File: src/rtl/timelogger_pkg.sv
// Shared definitions for the clock/time-setting block: mode encoding,
// field widths, field limits and the modulo-increment helpers.
package timelogger_pkg;

   typedef enum logic [1:0] {
      MODE_RUN      = 2'd0,
      MODE_SET_HOUR = 2'd1,
      MODE_SET_MIN  = 2'd2,
      MODE_SET_SEC  = 2'd3
   } mode_e;

   localparam int HOUR_W = 5;
   localparam int MIN_W  = 6;
   localparam int SEC_W  = 6;

   localparam logic [HOUR_W-1:0] HOUR_MAX = 5'd23;
   localparam logic [MIN_W-1:0]  MIN_MAX  = 6'd59;
   localparam logic [SEC_W-1:0]  SEC_MAX  = 6'd59;

   function automatic logic [HOUR_W-1:0] inc_hour(input logic [HOUR_W-1:0] val);
      return (val >= HOUR_MAX) ? 5'd0 : val + 5'd1;
   endfunction

   // Minutes and seconds share width and limit, so one helper serves both.
   function automatic logic [5:0] inc_six(input logic [5:0] val, input logic [5:0] max);
      return (val >= max) ? 6'd0 : val + 6'd1;
   endfunction

endpackage

File: src/rtl/tick_gen.sv
// Prescaler producing a one-cycle tick every CLK_HZ enabled cycles;
// holds while disabled and clears synchronously on clr.
module tick_gen #(
   parameter int CLK_HZ = 50_000_000
) (
   input  logic clk,
   input  logic rst_n,
   input  logic en,
   input  logic clr,
   output logic tick
);

   localparam int CNT_W = (CLK_HZ > 1) ? $clog2(CLK_HZ) : 1;
   localparam logic [CNT_W-1:0] TERM = CNT_W'(CLK_HZ - 1);

   logic [CNT_W-1:0] cnt_r;

   // Prescale counter: clear wins over count, hold when not enabled.
   always_ff @(posedge clk or negedge rst_n) begin
      if (!rst_n) begin
         cnt_r <= '0;
      end else if (clr) begin
         cnt_r <= '0;
      end else if (en) begin
         cnt_r <= (cnt_r == TERM) ? '0 : cnt_r + CNT_W'(1);
      end else begin
         cnt_r <= cnt_r;
      end
   end

   assign tick = en && !clr && (cnt_r == TERM);

endmodule

File: src/rtl/time_set_ctrl.sv
// Time-of-day keeper with a key-driven set mode: key1 cycles modes,
// key2 increments the selected field, key3 pauses/resumes or confirms.
module time_set_ctrl
   import timelogger_pkg::*;
#(
   parameter int CLK_HZ = 50_000_000
) (
   input  logic              clk,
   input  logic              rst_n,
   input  logic              key1_pulse,
   input  logic              key2_pulse,
   input  logic              key3_pulse,
   output logic [HOUR_W-1:0] hour,
   output logic [MIN_W-1:0]  minute,
   output logic [SEC_W-1:0]  second,
   output logic [1:0]        mode,
   output logic              running,
   output logic              sec_tick
);

   mode_e             mode_r, mode_nxt_s;
   logic              paused_r, paused_nxt_s;
   logic [HOUR_W-1:0] hour_r, hour_nxt_s;
   logic [MIN_W-1:0]  min_r, min_nxt_s;
   logic [SEC_W-1:0]  sec_r, sec_nxt_s;
   logic              running_r, running_nxt_s;
   logic              sec_tick_r;
   logic              tick_s;
   logic              clr_s;

   // Prescaler only runs while the registered running flag is set.
   tick_gen #(.CLK_HZ(CLK_HZ)) u_tick_gen (
      .clk   (clk),
      .rst_n (rst_n),
      .en    (running_r),
      .clr   (clr_s),
      .tick  (tick_s)
   );

   // Next-state logic: tick carry chain plus key handling by priority key1 > key3 > key2.
   always_comb begin
      mode_nxt_s   = mode_r;
      paused_nxt_s = paused_r;
      hour_nxt_s   = hour_r;
      min_nxt_s    = min_r;
      sec_nxt_s    = sec_r;

      // Ticks only arrive in RUN, so they never collide with key2 edits.
      if (tick_s) begin
         sec_nxt_s = inc_six(sec_r, SEC_MAX);
         if (sec_r == SEC_MAX) begin
            min_nxt_s = inc_six(min_r, MIN_MAX);
            if (min_r == MIN_MAX) begin
               hour_nxt_s = inc_hour(hour_r);
            end else begin
               hour_nxt_s = hour_r;
            end
         end else begin
            min_nxt_s = min_r;
         end
      end else begin
         sec_nxt_s = sec_r;
      end

      case (mode_r)
         MODE_RUN: begin
            if (key1_pulse) begin
               mode_nxt_s = MODE_SET_HOUR;
            end else if (key3_pulse) begin
               paused_nxt_s = ~paused_r;
            end else begin
               mode_nxt_s = MODE_RUN;
            end
         end
         MODE_SET_HOUR: begin
            if (key1_pulse) begin
               mode_nxt_s = MODE_SET_MIN;
            end else if (key3_pulse) begin
               mode_nxt_s   = MODE_RUN;
               paused_nxt_s = 1'b0;
            end else if (key2_pulse) begin
               hour_nxt_s = inc_hour(hour_r);
            end else begin
               mode_nxt_s = MODE_SET_HOUR;
            end
         end
         MODE_SET_MIN: begin
            if (key1_pulse) begin
               mode_nxt_s = MODE_SET_SEC;
            end else if (key3_pulse) begin
               mode_nxt_s   = MODE_RUN;
               paused_nxt_s = 1'b0;
            end else if (key2_pulse) begin
               min_nxt_s = inc_six(min_r, MIN_MAX);
            end else begin
               mode_nxt_s = MODE_SET_MIN;
            end
         end
         MODE_SET_SEC: begin
            if (key1_pulse) begin
               mode_nxt_s = MODE_RUN;
            end else if (key3_pulse) begin
               mode_nxt_s   = MODE_RUN;
               paused_nxt_s = 1'b0;
            end else if (key2_pulse) begin
               sec_nxt_s = inc_six(sec_r, SEC_MAX);
            end else begin
               mode_nxt_s = MODE_SET_SEC;
            end
         end
         default: begin
            mode_nxt_s   = MODE_RUN;
            paused_nxt_s = 1'b0;
         end
      endcase

      running_nxt_s = (mode_nxt_s == MODE_RUN) && !paused_nxt_s;
   end

   // Returning to RUN from any set mode restarts the second from zero.
   assign clr_s = (mode_r != MODE_RUN) && (mode_nxt_s == MODE_RUN);

   // State and output registers.
   always_ff @(posedge clk or negedge rst_n) begin
      if (!rst_n) begin
         mode_r     <= MODE_RUN;
         paused_r   <= 1'b0;
         hour_r     <= 5'd0;
         min_r      <= 6'd0;
         sec_r      <= 6'd0;
         running_r  <= 1'b1;
         sec_tick_r <= 1'b0;
      end else begin
         mode_r     <= mode_nxt_s;
         paused_r   <= paused_nxt_s;
         hour_r     <= hour_nxt_s;
         min_r      <= min_nxt_s;
         sec_r      <= sec_nxt_s;
         running_r  <= running_nxt_s;
         sec_tick_r <= tick_s;
      end
   end

   assign hour     = hour_r;
   assign minute   = min_r;
   assign second   = sec_r;
   assign mode     = mode_r;
   assign running  = running_r;
   assign sec_tick = sec_tick_r;

endmodule

File: config.mk
export PLATFORM = sky130hd
export DESIGN_NAME = time_set_ctrl
export DESIGN_NICKNAME = d
export VERILOG_FILES = /design/src/rtl/timelogger_pkg.sv /design/src/rtl/tick_gen.sv /design/src/rtl/time_set_ctrl.sv
export SDC_FILE = /design/constraint.sdc
export NUM_CORES = 1
export LEC_CHECK = 0
export CAP_MARGIN = 15
export CORE_UTILIZATION = 25
export CTS_CLUSTER_DIAMETER = 30
export DETAILED_ROUTE_END_ITERATION = 12
export PLACE_DENSITY = 0.52
export SYNTH_ARGS = -nofsm -noshare
export SYNTH_HDL_FRONTEND = slang
export SYNTH_SLANG_ARGS = --single-unit
File: constraint.sdc
create_clock -name clk -period 2.6 [get_ports clk]
set_input_delay 0.26 -clock clk [delete_from_list [all_inputs] [get_ports clk]]
set_output_delay 0.26 -clock clk [all_outputs]
set_load 0.01 [all_outputs]
# == Yosys cells after proc, flatten, opt, wreduce, memory -nomap -nowiden ==
# Index checks and enable logic that the tools add are counted.
# classes
n_addsub,4
order_cmp,3
eq_ne,6
n_mux,41
n_bitwise,1
n_reduce_logical,11
# ops
operator,n
26-bit two-way mux,3
6-bit two-way mux,13
5-bit two-way mux,8
"26-bit by 1-bit adder with 26-bit output, second input constant",1
"26-bit == test, second input constant",1
2-bit two-way mux,11
"6-bit by 1-bit adder with 6-bit output, second input constant",2
"6-bit == test, second input constant",2
"6-bit >= comparator, second input constant",2
2-bit case mux with 4 select lines,1
"5-bit by 1-bit adder with 5-bit output, second input constant",1
"5-bit >= comparator, second input constant",1
"2-bit == test, second input constant",2
1-bit logical AND,4
2-bit zero test,2
1-bit two-way mux,4
2-bit nonzero test,2
3-bit OR reduction,1
"2-bit by 1-bit == test with 1-bit output, second input constant",1
1-bit zero test,2
1-bit case mux with 2 select lines,1
1-bit NOT,1
# word_totals
ff_bits,48
output_inout_bits,21
elab_cells,74

# == Logic depth before layout (Yosys ltp) ==
# Gate-level depths: netlist of run 1.
# logic_depth
depth_word,14
depth_mapped,8
ltp_nobuf,6

# == Modules after synthesis ==
# A second synthesis of run 1 with hierarchy kept.
# unflattened
hier_cells,313
area_unflattened_um2,2874.0
# modules_own_cells
module,instances,cells_each,area_per_inst_um2,seq_area_each_um2
tick_gen,1,192,1661.6,650.6
time_set_ctrl,1,121,1212.4,551.8

# == Worst setup path after synthesis of run 1 ==
# Ideal clock, no wire load.
# synth_path
path_kind,register to register
start,register u_tick_gen.cnt_r[9]
end,register u_tick_gen.cnt_r[1]
t_arrival_ns,1.924
required_time_ns,2.479
slack_ns,0.555
stages_incl_launch_ff,7
path_buffers,2
synth_period_minus_slack_ns,2.045
path_cell_list,dfrtp_1 -> or4b_1 -> nor4_1 -> a21oi_1 -> buf_2 -> clkbuf_1 -> a22o_1
# synth_between
elab_chain_len,4
# synth_rtl
element,line,rtl
"start, declared",tick_gen.sv:16,logic [CNT_W-1:0] cnt_r;
"start signal, assigned",tick_gen.sv:25,cnt_r <= (cnt_r == TERM) ? '0 : cnt_r + CNT_W'(1);
"start signal, assigned",tick_gen.sv:27,cnt_r <= cnt_r;
26-bit == test,tick_gen.sv:25,
26-bit two-way mux,tick_gen.sv:25,
26-bit two-way mux,tick_gen.sv:24,end else if (en) begin
26-bit two-way mux,tick_gen.sv:22,end else if (clr) begin
# No other way between the ends. The select of a mux whose other input is x is not followed.
# A chain may end at the register's enable or synchronous reset.

# == Worst setup path in the final report of run 1 ==
# layout_path
start,register u_tick_gen.cnt_r[0]
end,register hour_r[1] (netlist: hour[1])
# layout_between
elab_chain_len,7
# layout_rtl
element,line,rtl
26-bit == test (*),tick_gen.sv:31,assign tick = en && !clr && (cnt_r == TERM);
1-bit logical AND (*),tick_gen.sv:31,
5-bit two-way mux (*),time_set_ctrl.sv:49,if (tick_s) begin
5-bit two-way mux,time_set_ctrl.sv:81,end else if (key2_pulse) begin
5-bit two-way mux,time_set_ctrl.sv:78,end else if (key3_pulse) begin
5-bit two-way mux,time_set_ctrl.sv:76,if (key1_pulse) begin
5-bit two-way mux (*),time_set_ctrl.sv:65,case (mode_r)
via hour_nxt_s[1],time_set_ctrl.sv:23,"logic [HOUR_W-1:0] hour_r, hour_nxt_s;"
"end signal, assigned",time_set_ctrl.sv:136,hour_r <= hour_nxt_s;
"end, declared",time_set_ctrl.sv:23,
# The timed path passes the listed nets; every way through them passes the cells marked *.

==> results.cfg, run 1 <==
[global_routing]
gr-total-overflow = 0
grt_use_total = 0.1189
antenna_found_initial = 0
grt_max_degree = 30
grt_pass1_wl_um = 10990
grt_pass1_vias = 2295

[critical_path]
worstPathArrival_ns = 2.49
path_max_fanout = 6
required_ns = 2.79
worstSetupPathType = flip-flop to flip-flop
start_kind = flip-flop
startpoint = u_tick_gen.cnt_r[0]$_DFFE_PN0P_
r2r_start = u_tick_gen.cnt_r[0]$_DFFE_PN0P_
r2r_cells = 6
cp-end-kind = flip-flop

[run]
drv_cap = 0

[power_and_ir_drop]
power.density_nw_per_um2 = 691.9
leakage_nw = 1.400
power_switching_uw = 831.8
swShare = 0.3582
pwr-share-comb = 0.363
p_clk_frac = 0.200
p_seq_frac = 0.437
internal_power_mw = 1.491
vdd_drop_max_mv = 0.2917

[floorplanning]
fp.dieW_um = 107.6
coreArea_um2 = 10840
io_pins = 26
initial_core_util = 0.2574
dieArea_um2 = 11590
die_h_um = 107.6
rows = 38

[drt]
first_iter_violations = 125
antenna_left = 0
drc = 0
dr.pass1.iters = 4
drt-total-wl_um = 6552
num_vias = 2503
vias_per_cell = 5.140
wl_per_cell_um = 13.45

[placed_design]
gp_congestion = 0.7807
dp_hpwl_um = 4882
portBuffers = 25

[clock_network]
clkTransAtPathRegs_ns = 0.09
clock_sinks = 48
cts_buffers = 5
htreeDepth = 2
cts_tree = done
worstSkewPairLatency_ns = 0.30
cts_setup_buffers = 0
cts_root_buf = clkbuf_8
clk_path_buf_depth = 2

[synth]
yosysMostFrequentCell = dfrtp_1
ys.flop_type = dfrtp_1
synth_warnings = 0
synth_cells = 311
synth-async-reset-ratio = 1.000
synth_edf_count = 0
ys_ff_latch = 48
yosys-top-cells-count = dfrtp_1 (47), nand2_1 (28), nor2_1 (28), o21ai_0 (22), nand3_1 (21)
yosys.area.top_type = dfrtp_1
ys_seq_area_frac = 0.4309
synth_area_um2 = 2790
netlist_top_cells_area = dfrtp_1 (42%), o21ai_0 (3.9%), nand2_1 (3.8%), nand3_1 (3.8%), nor2_1 (3.8%)
syn_avg_cell_area_um2 = 8.972
syn-num-nets = 321
yosys.area.top_type_share = 0.4215
yosysUniqueCellTypes = 52

[status]
status = complete, no violations

[timing]
period_needed_ns = 2.305
tightest_slew_ns = 0.4784
slew_headroom = 0.6782
rsz0062_at_grt = false
drv_slew = 0
fin_worst_skew_ns = 0.01097
final-hold-violation-count = 0
finalSetupTns_ns = 0
fmax_mhz = 433.9
post-route-period-util = 0.8864
finalSetupViolCount = 0

[final_layout]
antenna_cells = 0
nNetsFinal = 356
utilization = 0.3097
fillers = 1131
areaGrowthSynthToFinish_pct = 20.31
drive_gt1_frac = 0.09798

[hold_path]
min_path_type = input pin to asynchronous set/reset pin
## what timing repair did
item	4_1_cts	5_1_grt
hold buffers	1	0
endpoints found under the hold margin	19	0
gates resized for setup	0	0
## through the flow
stage	std cells	area [µm²]	worst slack [ns]	power [mW]	hold slack, ns
final	487	3357	0.2955	2.323	0.4427
after global routing	487	3357	0.1013	2.497	0.4889
after CTS	487	3357	0.3033	2.349	0.4606
after detailed placement	478	3253	0.3214	1.876	0.2469
after global placement	478	3253	0.3250	1.852	0.2480
after floorplan	311	2790	0.5546	1.507	-0.03559
## registers in the layout, summed over array words and instances, names as in the netlist
name,cells
u_tick_gen.cnt_r,26
minute,6
second,6
hour,5
mode,2
paused_r,1
running,1
sec_tick,1
## cell usage in the layout, fill, tap and decap left out, types with 4 or more instances in the layout
master | Yosys | layout
nand4b_1 | 4 | 4
clkdlybuf4s50_1 | 0 | 24
nor4_1 | 7 | 7
inv_1 | 14 | 14
mux2i_1 | 5 | 5
nor2b_1 | 6 | 6
nand2b_1 | 6 | 6
and3_1 | 7 | 7
a41oi_1 | 4 | 4
a21oi_1 | 17 | 16
a22o_1 | 6 | 6
o2bb2ai_1 | 6 | 6
a31oi_1 | 10 | 10
nand3_1 | 21 | 21
o211ai_1 | 4 | 4
o21ai_0 | 22 | 22
ha_1 | 5 | 5
a21o_1 | 4 | 4
clkbuf_8 | 0 | 6
buf_4 | 0 | 10
nand2_1 | 28 | 28
nor3_1 | 6 | 6
nor2_1 | 28 | 28
dfrtp_1 | 47 | 47
## critical path: stages (launching register included)
cell and delay, ns:
dfrtp_1 0.44, ha_1 0.28, nand2_1 0.13, nor4_1 0.47, nand4b_1 0.29, nand2_1 0.23
mux2_2 0.36
## kinds of logic after synthesis
logic type	count (synthesis)	synth area share
AND/OR/NAND/NOR	138	0.2686
AO/OA/AOI/OAI	88	0.2099
flip-flops	48	0.4309
buffers and inverters	22	0.03184
multiplexers	8	0.03004
adder cells (fa/ha/maj)	5	0.02242
XOR/XNOR	2	0.006279
## final cells by class
class,count,area [µm²],share of cell area
multi-input combinational,241,1503,0.4476
clock buffer,7,86.33,0.02572
clock inverter,1,7.507,0.002236
inverter,14,52.55,0.01565
tap,140,175.2,0.05218
timing repair buffer,36,330.3,0.09840
sequential,48,1202,0.3582
## power by group through the flow
| stage | registers, mW | clock network (mW) | logic [mW] |
|---|---|---|---|
| after floorplan | 1.04 | 0 | 0.471 |
| after global placement | 1.02 | 0 | 0.828 |
| after detailed placement | 1.03 | 0 | 0.843 |
| after CTS | 1.02 | 0.484 | 0.849 |
| after global routing | 1.04 | 0.513 | 0.942 |
| final | 1.01 | 0.465 | 0.842 |
## routing by layer
metal | track usage | wire length [µm] | vias to the layer above
met1 | 0.1597 | 3129 | 1205
li1 | - | - | 1237
met3 | 0.02482 | 269 | 12
met2 | 0.1923 | 3062 | 49
met4 | 0.03229 | 89 | 0
met5 | 0 | 0 | -
## final timing paths
path | end | slack [ns]
max in group asynchronous | running$_DFF_PN1_ | 1.36
min | second[3]$_DFF_PN0_ | 0.44
max reg2reg | hour[1]$_DFF_PN0_ | 0.30
min in group clk | u_tick_gen.cnt_r[22]$_DFFE_PN0P_ | 0.53
max | hour[1]$_DFF_PN0_ | 0.30
min reg2reg | u_tick_gen.cnt_r[22]$_DFFE_PN0P_ | 0.53
Power figures use the tool's default switching activity.
==> run 2, diff against run 1 <==
- HOLD_SLACK_MARGIN: default -> 0.05
- SKIP_LAST_GASP: default -> 1
==> results of run 2 <==
No change in the layout: final DEF, timing and power equal those of run 1.
